**src/rtl/ascon_pkg.sv**
```systemverilog
// Shared definitions for the ASCON register-file bus master: register map,
// FSM states, CTRL field layout and the registered bus-beat payload.
package ascon_pkg;

    localparam logic [7:0] REG_CTRL     = 8'h00;
    localparam logic [7:0] REG_STATUS   = 8'h04;
    localparam logic [7:0] REG_KEY0     = 8'h08;
    localparam logic [7:0] REG_NONCE0   = 8'h20;
    localparam logic [7:0] REG_BDI      = 8'h30;
    localparam logic [7:0] REG_BDI_TYPE = 8'h34;
    localparam logic [7:0] REG_BDO      = 8'h38;

    localparam int unsigned CTRL_START_BIT = 0;
    localparam int unsigned CTRL_MODE_LSB  = 1;
    localparam int unsigned CTRL_MODE_W    = 4;

    typedef enum logic [3:0] {
        IDLE, KEY, NONCE, CTRL, TYPE, DATA, POLL, WAIT_ST, RD_BDO, WAIT_BDO, CLR, RESP
    } state_t;

    typedef struct packed {
        logic        req;
        logic        we;
        logic [7:0]  addr;
        logic [31:0] wdata;
    } bus_beat_t;

    function automatic bus_beat_t wr_beat(input logic [7:0] addr, input logic [31:0] data);
        return '{req: 1'b1, we: 1'b1, addr: addr, wdata: data};
    endfunction

    function automatic bus_beat_t rd_beat(input logic [7:0] addr);
        return '{req: 1'b1, we: 1'b0, addr: addr, wdata: 32'h0};
    endfunction

    function automatic logic [31:0] ctrl_word(input logic [CTRL_MODE_W-1:0] mode);
        logic [31:0] w;
        w = '0;
        w[CTRL_START_BIT] = 1'b1;
        w[CTRL_MODE_LSB +: CTRL_MODE_W] = mode;
        return w;
    endfunction

endpackage

```
**src/rtl/ascon_bus_master.sv**
```systemverilog
// Bus initiator: programs key/nonce/control of the ASCON register block,
// streams BDI words, polls STATUS, reads BDO and returns one result per job.
module ascon_bus_master
    import ascon_pkg::*;
#(
    parameter int unsigned ADDR_WIDTH = 8,
    parameter int unsigned DATA_WIDTH = 32,
    parameter int unsigned POLL_MAX   = 1024
) (
    input  logic                  clk_i,
    input  logic                  rst_i,
    input  logic                  cmd_valid_i,
    output logic                  cmd_ready_o,
    input  logic [3:0]            cmd_mode_i,
    input  logic [127:0]          cmd_key_i,
    input  logic [95:0]           cmd_nonce_i,
    input  logic                  in_valid_i,
    output logic                  in_ready_o,
    input  logic [DATA_WIDTH-1:0] in_data_i,
    input  logic [3:0]            in_type_i,
    input  logic                  in_last_i,
    output logic                  res_valid_o,
    input  logic                  res_ready_i,
    output logic [DATA_WIDTH-1:0] res_bdo_o,
    output logic                  res_auth_o,
    output logic                  res_timeout_o,
    output logic                  busy_o,
    output logic                  req_o,
    output logic                  we_o,
    output logic [ADDR_WIDTH-1:0] addr_o,
    output logic [DATA_WIDTH-1:0] wdata_o,
    input  logic [DATA_WIDTH-1:0] rdata_i,
    input  logic                  rvalid_i
);

    localparam int unsigned POLL_W = $clog2(POLL_MAX + 1);

    state_t                  state_q, state_d;
    logic [2:0]              idx_q, idx_d, idx_n;
    logic [POLL_W-1:0]       poll_q, poll_d;
    logic                    type_known_q, type_known_d;
    logic [3:0]              last_type_q, last_type_d;
    logic [3:0]              mode_q, mode_d;
    logic [127:0]            key_q, key_d;
    logic [95:0]             nonce_q, nonce_d;
    bus_beat_t               beat_q, beat_d;
    logic                    res_valid_q, res_valid_d;
    logic [DATA_WIDTH-1:0]   res_bdo_q, res_bdo_d;
    logic                    res_auth_q, res_auth_d;
    logic                    res_timeout_q, res_timeout_d;

    assign idx_n = idx_q + 3'd1;

    always_ff @(posedge clk_i or posedge rst_i) begin
        if (rst_i) begin
            state_q       <= IDLE;
            idx_q         <= '0;
            poll_q        <= '0;
            type_known_q  <= 1'b0;
            last_type_q   <= '0;
            mode_q        <= '0;
            key_q         <= '0;
            nonce_q       <= '0;
            beat_q        <= '0;
            res_valid_q   <= 1'b0;
            res_bdo_q     <= '0;
            res_auth_q    <= 1'b0;
            res_timeout_q <= 1'b0;
        end else begin
            state_q       <= state_d;
            idx_q         <= idx_d;
            poll_q        <= poll_d;
            type_known_q  <= type_known_d;
            last_type_q   <= last_type_d;
            mode_q        <= mode_d;
            key_q         <= key_d;
            nonce_q       <= nonce_d;
            beat_q        <= beat_d;
            res_valid_q   <= res_valid_d;
            res_bdo_q     <= res_bdo_d;
            res_auth_q    <= res_auth_d;
            res_timeout_q <= res_timeout_d;
        end
    end

    // beat_d is the bus beat that will be on the wires during the next cycle
    always_comb begin
        state_d       = state_q;
        idx_d         = idx_q;
        poll_d        = poll_q;
        type_known_d  = type_known_q;
        last_type_d   = last_type_q;
        mode_d        = mode_q;
        key_d         = key_q;
        nonce_d       = nonce_q;
        beat_d        = '0;
        res_valid_d   = res_valid_q;
        res_bdo_d     = res_bdo_q;
        res_auth_d    = res_auth_q;
        res_timeout_d = res_timeout_q;

        case (state_q)
            IDLE: begin
                if (cmd_valid_i) begin
                    mode_d        = cmd_mode_i;
                    key_d         = cmd_key_i;
                    nonce_d       = cmd_nonce_i;
                    type_known_d  = 1'b0;
                    idx_d         = '0;
                    res_bdo_d     = '0;
                    res_auth_d    = 1'b0;
                    res_timeout_d = 1'b0;
                    beat_d        = wr_beat(REG_KEY0, cmd_key_i[31:0]);
                    state_d       = KEY;
                end
            end
            KEY: begin
                if (idx_q == 3'd3) begin
                    beat_d  = wr_beat(REG_NONCE0, nonce_q[31:0]);
                    idx_d   = '0;
                    state_d = NONCE;
                end else begin
                    beat_d = wr_beat(REG_KEY0 + 8'({idx_n, 2'b00}),
                                     key_q[{idx_n[1:0], 5'd0} +: 32]);
                    idx_d  = idx_n;
                end
            end
            NONCE: begin
                if (idx_q == 3'd2) begin
                    beat_d  = wr_beat(REG_CTRL, ctrl_word(mode_q));
                    state_d = CTRL;
                end else begin
                    beat_d = wr_beat(REG_NONCE0 + 8'({idx_n, 2'b00}),
                                     nonce_q[{idx_n[1:0], 5'd0} +: 32]);
                    idx_d  = idx_n;
                end
            end
            CTRL: state_d = TYPE;
            TYPE: begin
                // BDI_TYPE is only rewritten when the word type changes
                if (in_valid_i) begin
                    if (!type_known_q || (in_type_i != last_type_q)) begin
                        beat_d       = wr_beat(REG_BDI_TYPE, 32'(in_type_i));
                        last_type_d  = in_type_i;
                        type_known_d = 1'b1;
                    end
                    state_d = DATA;
                end
            end
            DATA: begin
                if (in_valid_i) begin
                    beat_d = wr_beat(REG_BDI, 32'(in_data_i));
                    if (in_last_i) begin
                        poll_d  = '0;
                        state_d = POLL;
                    end else begin
                        state_d = TYPE;
                    end
                end
            end
            POLL: begin
                beat_d = rd_beat(REG_STATUS);
                if (poll_q != POLL_W'(POLL_MAX)) poll_d = poll_q + POLL_W'(1);
                state_d = WAIT_ST;
            end
            WAIT_ST: begin
                if (rvalid_i) begin
                    if (rdata_i[0]) begin
                        res_auth_d = rdata_i[1];
                        state_d    = RD_BDO;
                    end else if (poll_q == POLL_W'(POLL_MAX)) begin
                        res_timeout_d = 1'b1;
                        state_d       = CLR;
                    end else begin
                        state_d = POLL;
                    end
                end
            end
            RD_BDO: begin
                beat_d  = rd_beat(REG_BDO);
                state_d = WAIT_BDO;
            end
            WAIT_BDO: begin
                if (rvalid_i) begin
                    res_bdo_d = rdata_i;
                    state_d   = CLR;
                end
            end
            CLR: begin
                // START is level-sensitive, so the job ends by clearing CTRL
                beat_d      = wr_beat(REG_CTRL, 32'h0);
                res_valid_d = 1'b1;
                state_d     = RESP;
            end
            RESP: begin
                if (res_ready_i) begin
                    res_valid_d = 1'b0;
                    state_d     = IDLE;
                end
            end
            default: state_d = IDLE;
        endcase
    end

    assign cmd_ready_o   = (state_q == IDLE) && !rst_i;
    assign in_ready_o    = (state_q == DATA) && in_valid_i;
    assign busy_o        = (state_q != IDLE);
    assign req_o         = beat_q.req;
    assign we_o          = beat_q.we;
    assign addr_o        = ADDR_WIDTH'(beat_q.addr);
    assign wdata_o       = DATA_WIDTH'(beat_q.wdata);
    assign res_valid_o   = res_valid_q;
    assign res_bdo_o     = res_bdo_q;
    assign res_auth_o    = res_auth_q;
    assign res_timeout_o = res_timeout_q;

endmodule

```
**config.mk**
```make
export PLATFORM = sky130hd
export DESIGN_NAME = ascon_bus_master
export DESIGN_NICKNAME = d
export VERILOG_FILES = /design/src/rtl/ascon_pkg.sv /design/src/rtl/ascon_bus_master.sv
export SDC_FILE = /design/constraint.sdc
export NUM_CORES = 1
export LEC_CHECK = 0
export BUFFER_PORTS_ARGS = -buffer_cell sky130_fd_sc_hd__buf_2
export CAP_MARGIN = 30
export CORE_MARGIN = 2
export CORE_UTILIZATION = 54
export CTS_CLUSTER_DIAMETER = 60
export CTS_CLUSTER_SIZE = 8
export DETAILED_ROUTE_END_ITERATION = 8
export PLACE_DENSITY = 0.92
export SLEW_MARGIN = 15
export SYNTH_ARGS = -nofsm -noshare
export SYNTH_HDL_FRONTEND = slang
export SYNTH_SLANG_ARGS = --single-unit
```
**constraint.sdc**
```tcl
create_clock -name clk_i -period 13.66 [get_ports clk_i]
set_clock_uncertainty 0.05 [all_clocks]
set_input_delay 2.049 -clock clk_i [delete_from_list [all_inputs] [get_ports clk_i]]
set_output_delay 2.049 -clock clk_i [all_outputs]
set_load 0.005 [all_outputs]
```
==> implementation parameters, run 1 <==
Parameter                              Value

Run status
  Result of the run ... finished clean

CTS
  Post-CTS setup buffers ... 0
  Hold bufs inserted after CTS ... 0
  Latest clock arrival within the worst-skew pair ... approximately 540 ps
  CTS Root Cell ... sky130_fd_sc_hd__clkbuf_16
  Maximum buffer depth of the clock tree ... 3
  Clock tree from TritonCTS ... done
  TritonCTS buffer count ... between 40 and 50
  Number of gates given a new drive strength after cts ... 0
  Clock slew at reported path FFs ... around 50 ps
  CTS Sinks ... 324
  Maximum level of the CTS H-tree ... 2

Floorplanning
  Starting density of the core ... 54.6%
  Top-Level Pins ... around 380
  Site row count ... 61
  Core area ... 0.0276 mm^2
  Die Outline Area ... slightly below 0.03 mm^2
  Die H ... approximately 170 um
  Die Width ... around 170 um

GRT
  Number of global-route vias before repair ... 13,700
  Total gr overflow ... 0
  Pin count of the biggest net entering global routing ... 101
  Total routing usage reported by global routing ... between 30% and 40%
  First-pass GRT wire length ... around 70,000 um
  Number of antenna violations at the first check in global routing ... 6

Timing
  Fmax ... around 0.19 GHz
  Worst Tran Pin Value ... ~970 ps
  Max transition margin ... 35.2%
  Final critical-path setup slack ... 8270 ps
  Total negative slack ... 0 ps
  Final Setup Violations ... 0
  Post-Route Hold Slack ... 417 ps
  Period utilisation layout ... 39.5%
  Final Max Tran Viols ... 0
  Number of hold-slack violations in the final timing report ... 0
  RSZ-0062 raised after global routing ... no
  Min cycle time layout ... 5390 ps

Hold path
  Worst min-delay path endpoint ... key_q[30]$_DFFE_PP0P_
  Source of the worst hold timing path ... key_q[30]$_DFFE_PP0P_
  Worst hold path class ... register to register
  Cells on Worst Hold Path ... 2

Yosys
  Share of the synthesized area in the top cell type ... 53.8%
  Top post-synthesis cells by count ... 767 x sky130_fd_sc_hd__nand2_1, 324 x sky130_fd_sc_hd__dfrtp_1, 66 x sky130_fd_sc_hd__mux2i_1
  Count of flip-flops with a built-in enable after synthesis ... 0
  Area of the mapped netlist ... between 0.015 and 0.02 mm^2
  Commonest register cell after synthesis ... sky130_fd_sc_hd__dfrtp_1
  Library cell with the highest instance count after synthesis ... sky130_fd_sc_hd__nand2_1
  Yosys warnings ... 0
  Syn Inst Count ... 1,626
  Leading area contributor after synthesis ... sky130_fd_sc_hd__dfrtp_1
  Sequential element share of the synthesized area ... ~54%
  FFs w/ async S/R, synth ... 100%
  FF+latch count, synth ... 324
  Count of different cell masters after synthesis ... 64
  Leading cell types by total area after synthesis ... sky130_fd_sc_hd__dfrtp_1 54%, sky130_fd_sc_hd__nand2_1 19%, sky130_fd_sc_hd__mux4_2 4.8%
  Post-Syn Area per Cell ... 9.27 um^2

Placement
  Gpl congestion ... 0.909
  Port buffer count ... 378
  Post-detail-place hpwl ... 29,200 um
  Setup Slack @ Placement ... around 8300 ps

Detailed routing
  Final ANT Viol Nets ... 0
  Via Count ... between 10,000 and 15,000
  Remaining DRCs ... 0
  Via-to-Cell Ratio ... 5.65
  Violation count after the first detailed-route iteration ... about 1,200
  Drt first pass iters ... 6
  Wire per inst ... ~19 um
  Routed wire length ... 44,900 um

Setup path
  Reg-to-reg startpoint ... state_q[1]$_DFFE_PP0P_
  R2R Setup Slk ... about 9200 ps
  Kind of launch point of the worst setup path ... input pin
  Reg-to-reg endpoint ... wdata_o[16]$_DFF_PP0_
  Length in cells of the worst reg-to-reg path ... 6
  Worst setup path category ... input pin to output pin
  Highest fanout seen on the critical path ... 33
  Category of the worst setup path capture point ... output pin
  Data arrival time of the worst path ... about 3300 ps
  Critical path data required time ... around 12,000 ps

Finish
  Final core utilization ... 66.9%
  Share of final-layout standard cells stronger than drive strength 1 ... 26.0%
  Total Nets Final ... around 2,300
  Syn-to-layout area delta ... 22.7%

Flow run
  Max cap viols ... 0

Power
  Lkg Pwr ... 9.71 nW
  Max VDD drop ... 0.000125 V
  Power per cell area ... around 230 mW/mm^2
-- cell type report --
cell class	instances	area (um^2)
multi-input combinational	1175	6410
clock inverter	4	86.3
tap	378	473
timing repair buffer	399	2180
inverter	17	71.3
antenna	2	5.00
fill	2050	9140
clock buffer	47	1150
sequential	324	8110
-- power by group --
| part | leakage, nW | switching (mW) | total, mW | internal (mW) |
|---|---|---|---|---|
| combinational | 4.96 | 0.856 | 1.53 | 0.677 |
| clock | 0.609 | 0.401 | 1.02 | 0.615 |
| sequential | 4.14 | 0.296 | 1.68 | 1.38 |
-- metrics by stage --
stage          power [mW]  instance area (um^2)  std cells
2_1_floorplan        2.67                 15100       1629
3_3_place_gp         3.05                 17000       2285
4_1_cts              4.22                 18400       2342
5_1_grt              4.48                 18500       2345
6_report             4.23                 18500       2346
3_5_place_dp         3.17                 17200       2291
-- registers in the layout, indices dropped and copies added (netlist names) --
register and flops:
idx_q 3, res_valid_o 1, req_o 1, key_q 128, mode_q 4, wdata_o 32, res_timeout_o 1, type_known_q 1
we_o 1, res_auth_o 1, addr_o 4, last_type_q 4, poll_q 11, res_bdo_o 32, nonce_q 96, state_q 4
-- metal layers --
| metal | wire length, um | GRT usage, % | vias to the layer above |
|---|---|---|---|
| li1 | - | - | 6010 |
| met1 | 16400 | 35.9 | 6282 |
| met2 | 22100 | 52.2 | 757 |
| met3 | 4130 | 7.61 | 202 |
| met4 | 2320 | 15.5 | 8 |
| met5 | 46 | 0 | - |
-- cells by family (layout without fill, tap and decap cells) --
kind of cell | Yosys count | count (layout) | share of synthesized area [%]
xor gates and xnor gates | 10 | 10 | 0.581
DFF | 324 | 324 | 53.8
AOI/OAI and AO/OA | 170 | 170 | 7.63
muxes | 108 | 108 | 9.94
and+or+nand+nor | 876 | 876 | 23.4
adders and majority gates | 7 | 7 | 0.581
buffers and inverters | 130 | 467 | 4.08
other | 1 | 6 | 0.0249
-- how the worst max path moves through the flow --
| stage | from | end | depth (start not counted) |
|---|---|---|---|
| floorplan | rst_i | addr_o[2]$_DFF_PP0_ | 1 |
| global placement | in_valid_i | in_ready_o | 6 |
| detailed placement | in_valid_i | in_ready_o | 6 |
| global route | in_valid_i | in_ready_o | 6 |
| finish | in_valid_i | in_ready_o | 6 |
| CTS | in_valid_i | in_ready_o | 6 |
-- placed cells by master (no fill, tap or decap), types with 3 or more instances in the layout --
| cell type | instances |
|---|---|
| sky130_fd_sc_hd__nor2b_1 | 3 |
| sky130_fd_sc_hd__ha_1 | 5 |
| sky130_fd_sc_hd__a22oi_1 | 28 |
| sky130_fd_sc_hd__nor3_1 | 3 |
| sky130_fd_sc_hd__o211ai_1 | 3 |
| sky130_fd_sc_hd__o221ai_1 | 28 |
| sky130_fd_sc_hd__conb_1 | 4 |
| sky130_fd_sc_hd__xnor2_1 | 5 |
| sky130_fd_sc_hd__o2bb2ai_1 | 4 |
| sky130_fd_sc_hd__nand4_1 | 6 |
| sky130_fd_sc_hd__nor2_1 | 47 |
| sky130_fd_sc_hd__xor2_1 | 5 |
| sky130_fd_sc_hd__o2111ai_1 | 6 |
| sky130_fd_sc_hd__buf_4 | 13 |
| sky130_fd_sc_hd__nand3_1 | 9 |
| sky130_fd_sc_hd__a21oi_1 | 38 |
| sky130_fd_sc_hd__a21o_1 | 3 |
| sky130_fd_sc_hd__buf_2 | 378 |
| sky130_fd_sc_hd__dfrtp_1 | 323 |
| sky130_fd_sc_hd__mux4_2 | 32 |
| sky130_fd_sc_hd__clkbuf_16 | 46 |
| sky130_fd_sc_hd__inv_1 | 14 |
| sky130_fd_sc_hd__mux2_2 | 9 |
| sky130_fd_sc_hd__and2_1 | 6 |
| sky130_fd_sc_hd__buf_16 | 5 |
| sky130_fd_sc_hd__o21ai_1 | 5 |
| sky130_fd_sc_hd__nand2_1 | 766 |
| sky130_fd_sc_hd__o21ai_0 | 38 |
| sky130_fd_sc_hd__and3_1 | 7 |
| sky130_fd_sc_hd__a221oi_1 | 4 |
| sky130_fd_sc_hd__mux2i_1 | 66 |
-- critical path, cell delays in order --
cell                       delay, ps
sky130_fd_sc_hd__buf_2           120
sky130_fd_sc_hd__and3b_1         250
sky130_fd_sc_hd__nand2_2         110
sky130_fd_sc_hd__clkinv_1         60
sky130_fd_sc_hd__buf_4           440
sky130_fd_sc_hd__buf_2           220
(Power assumes the default switching activity.)
==> inputs of run 2 (changes only) <==
clock period = 5.52 ns   (was 13.66 ns; I/O delays follow)
==> implementation parameters, run 2 (synthesis results as in run 1) <==
Parameter                              Value

Finish
  Reg with most FFs ... key_q
  Final core utilization ... 66.8% (-0.14 points)
  Total Nets Final ... 2,268 (-0.22%)
  Largest registers ... key_q: 128 flops, nonce_q: 96 flops
  Number of filler instances in the final layout ... 2,111 (+3.0%)
  Syn-to-layout area delta ... 22.4%
  Final instance area ... 0.0184 mm^2 (-0.22%)
  Most common library cell in the layout ignoring fill and taps ... sky130_fd_sc_hd__nand2_1
  Share of final-layout standard cells stronger than drive strength 1 ... 25.9% (-0.062 points)
  Area occupied by multi-input gates ... 0.00641 mm^2 (unchanged)
  Sequential cell area ... 0.00811 mm^2 (about the same)
  Post-route insts no fill ... 2,345 (-0.043%)
  Max reg flops ... 128 (unchanged)
  Highest-count cells in the layout ignoring fill and taps ... 766 x sky130_fd_sc_hd__nand2_1, 378 x sky130_fd_sc_hd__buf_2, 323 x sky130_fd_sc_hd__dfrtp_1, 66 x sky130_fd_sc_hd__mux2i_1

GRT
  Total routing usage reported by global routing ... 31.0% (+0.44 points)
  First-pass GRT wire length ... 69,800 um (+0.42%)
  Pin count of the biggest net entering global routing ... 255 (+150%)
  Number of antenna violations at the first check in global routing ... 8 (+2)
  Number of global-route vias before repair ... 13,400 (-1.5%)
  Total gr overflow ... 0 (unchanged)

Detailed routing
  Remaining DRCs ... 0 (unchanged)
  Final ANT Viol Nets ... 0 (unchanged)
  Drt first pass iters ... 7 (+1)
  Wire per inst ... 19.4 um (+1.4%)
  Via Count ... 13,500 (+1.6%)
  Routed wire length ... 45,500 um (+1.3%)
  Violation count after the first detailed-route iteration ... 1,394 (+16%)
  Via-to-Cell Ratio ... 5.74 (+1.6%)

Power
  Max VDD drop ... 0.000324 V (+160%)
  Switching share of total power ... 36.6% (-0.15 points)
  Overall power of the completed layout ... 10.5 mW (+150%)
  Combinational Power Share ... 35.0% (-1.3 points)
  Power per cell area ... 567 mW/mm^2 (+150%)
  Power dissipated by switching net loads ... 3.83 mW (+150%)
  Register share of total power ... 40.7% (+1.0 points)
  Share of total power in the clock network ... 24.4% (+0.4 points)
  Lkg Pwr ... 9.67 nW (-0.34%)
  Internal power contribution ... 6.63 mW (+150%)

Timing
  RSZ-0062 raised after global routing ... no
  Fmax ... around 0.29 GHz
  Number of hold-slack violations in the final timing report ... 0 (unchanged)
  Final Setup Violations ... 0 (unchanged)
  Final Max Tran Viols ... 0 (unchanged)
  Final critical-path setup slack ... 2070 ps (-6200 ps)
  Post-Route Hold Slack ... 384 ps (-33.7 ps)
  Max transition margin ... 14.3% (-21 points)
  Total negative slack ... 0 ps (unchanged)
  Period utilisation layout ... a little over three fifths
  Worst Tran Pin Value ... 1290 ps (+314 ps)
  Min cycle time layout ... roughly 3500 ps

Setup path
  Critical Path Start ... idx_q[0]$_DFFE_PP0P_
  Reg-to-reg endpoint ... wdata_o[1]$_DFF_PP0_
  Worst setup path category ... register to register
  Category of the worst setup path capture point ... register
  Critical Path Slowest Stage Cell ... sky130_fd_sc_hd__dfrtp_4
  Reg-to-reg startpoint ... idx_q[0]$_DFFE_PP0P_
  R2R Setup Slk ... 2070 ps (-7130 ps)
  Largest delay contributor family on the critical path ... flip-flops
  Highest fanout seen on the critical path ... 36 (+9.1%)
  Cell depth of the worst setup path ... 7 (+1)
  Critical path data required time ... 5860 ps (-5700 ps)
  Worst Path Buf+Inv ... 2 (-2)
  Length in cells of the worst reg-to-reg path ... 7 (+1)
  Kind of launch point of the worst setup path ... register
  Data arrival time of the worst path ... 3790 ps (+500 ps)
  Slowest Stage Delay on Critical Path ... 980 ps (+540 ps)
  Worst path cell trace ... inv_2, ha_4, buf_4, mux4_2, mux2_2, nand2_1, o2111ai_1

CTS
  Hold bufs inserted after CTS ... 0 (unchanged)
  Latest clock arrival within the worst-skew pair ... 540 ps (about the same)
  CTS Sinks ... 324 (unchanged)
  Clock slew at reported path FFs ... 50 ps (about the same)
  Post-CTS setup buffers ... 0 (unchanged)
  Maximum level of the CTS H-tree ... 2 (unchanged)
  Clock tree from TritonCTS ... done
  CTS Root Cell ... sky130_fd_sc_hd__clkbuf_16
  Maximum buffer depth of the clock tree ... 3 (unchanged)
  Number of gates given a new drive strength after cts ... 0 (unchanged)
  TritonCTS buffer count ... 47 (+2.2%)

Flow run
  Max cap viols ... 0 (unchanged)

Floorplanning
  Top-Level Pins ... 383 (unchanged)
  Core area ... 0.0276 mm^2 (unchanged)
  Die H ... 171 um (unchanged)
  Site row count ... 61 (unchanged)
  Die Outline Area ... 0.0293 mm^2 (unchanged)
  Starting density of the core ... 54.6% (unchanged)
  Die Width ... 171 um (unchanged)

Hold path
  Worst hold path class ... input pin to async pin

Placement
  Setup Slack @ Placement ... 2000 ps (-6340 ps)
  Post-detail-place hpwl ... 29,700 um (+1.7%)
  Gpl congestion ... 0.909 (about the same)
  Port buffer count ... 378 (unchanged)
  Cell area after placement ... 0.0171 mm^2 (-0.60%)
  Number of placed cells counting well taps ... 2,283 (-0.35%)

Run status
  Result of the run ... finished clean
-- run 2: worst reg2reg max path, delay by kind of cell (launching register included) --
kind,cells,cell delay (ps)
AO/OA/AOI/OAI,1,110
adder cells (fa/ha/maj),1,690
buffers and inverters,2,730
flip-flops,1,980
multiplexers,2,680
AND/OR/NAND/NOR,1,70
-- run 2: power by group through the flow --
stage | clock, mW | combinational [mW] | sequential, mW
after floorplan | 0 | 2.70 | 3.90
after global placement | 0 | 3.35 | 4.19
after detailed placement | 0 | 3.54 | 4.24
after CTS | 2.58 | 3.61 | 4.23
after global routing | 2.70 | 4.05 | 4.37
final | 2.55 | 3.66 | 4.25
-- run 2: per-layer routing --
layer / global-route usage, % / part of all wire, %
met3: 6.43 / 9.2
met1: 37.2 / 36
met5: 0 / 0.084
met2: 52.6 / 49
met4: 16.8 / 5.3
-- run 2: cell type report --
| cell class | instances | area share (%) |
|---|---|---|
| Multi-Input combinational cell | 1175 | 34.7 |
| Sequential cell | 324 | 44.0 |
| Tap cell | 378 | 2.56 |
| Antenna cell | 4 | 0.0543 |
| Clock inverter | 6 | 0.529 |
| Clock buffer | 48 | 6.40 |
| Inverter | 17 | 0.366 |
| Timing Repair Buffer | 393 | 11.4 |
-- run 2: worst max path at each step --
stage | end
floorplan | addr_o[2]$_DFF_PP0_
global placement | wdata_o[2]$_DFF_PP0_
detailed placement | wdata_o[1]$_DFF_PP0_
CTS | wdata_o[1]$_DFF_PP0_
global route | wdata_o[1]$_DFF_PP0_
finish | wdata_o[1]$_DFF_PP0_
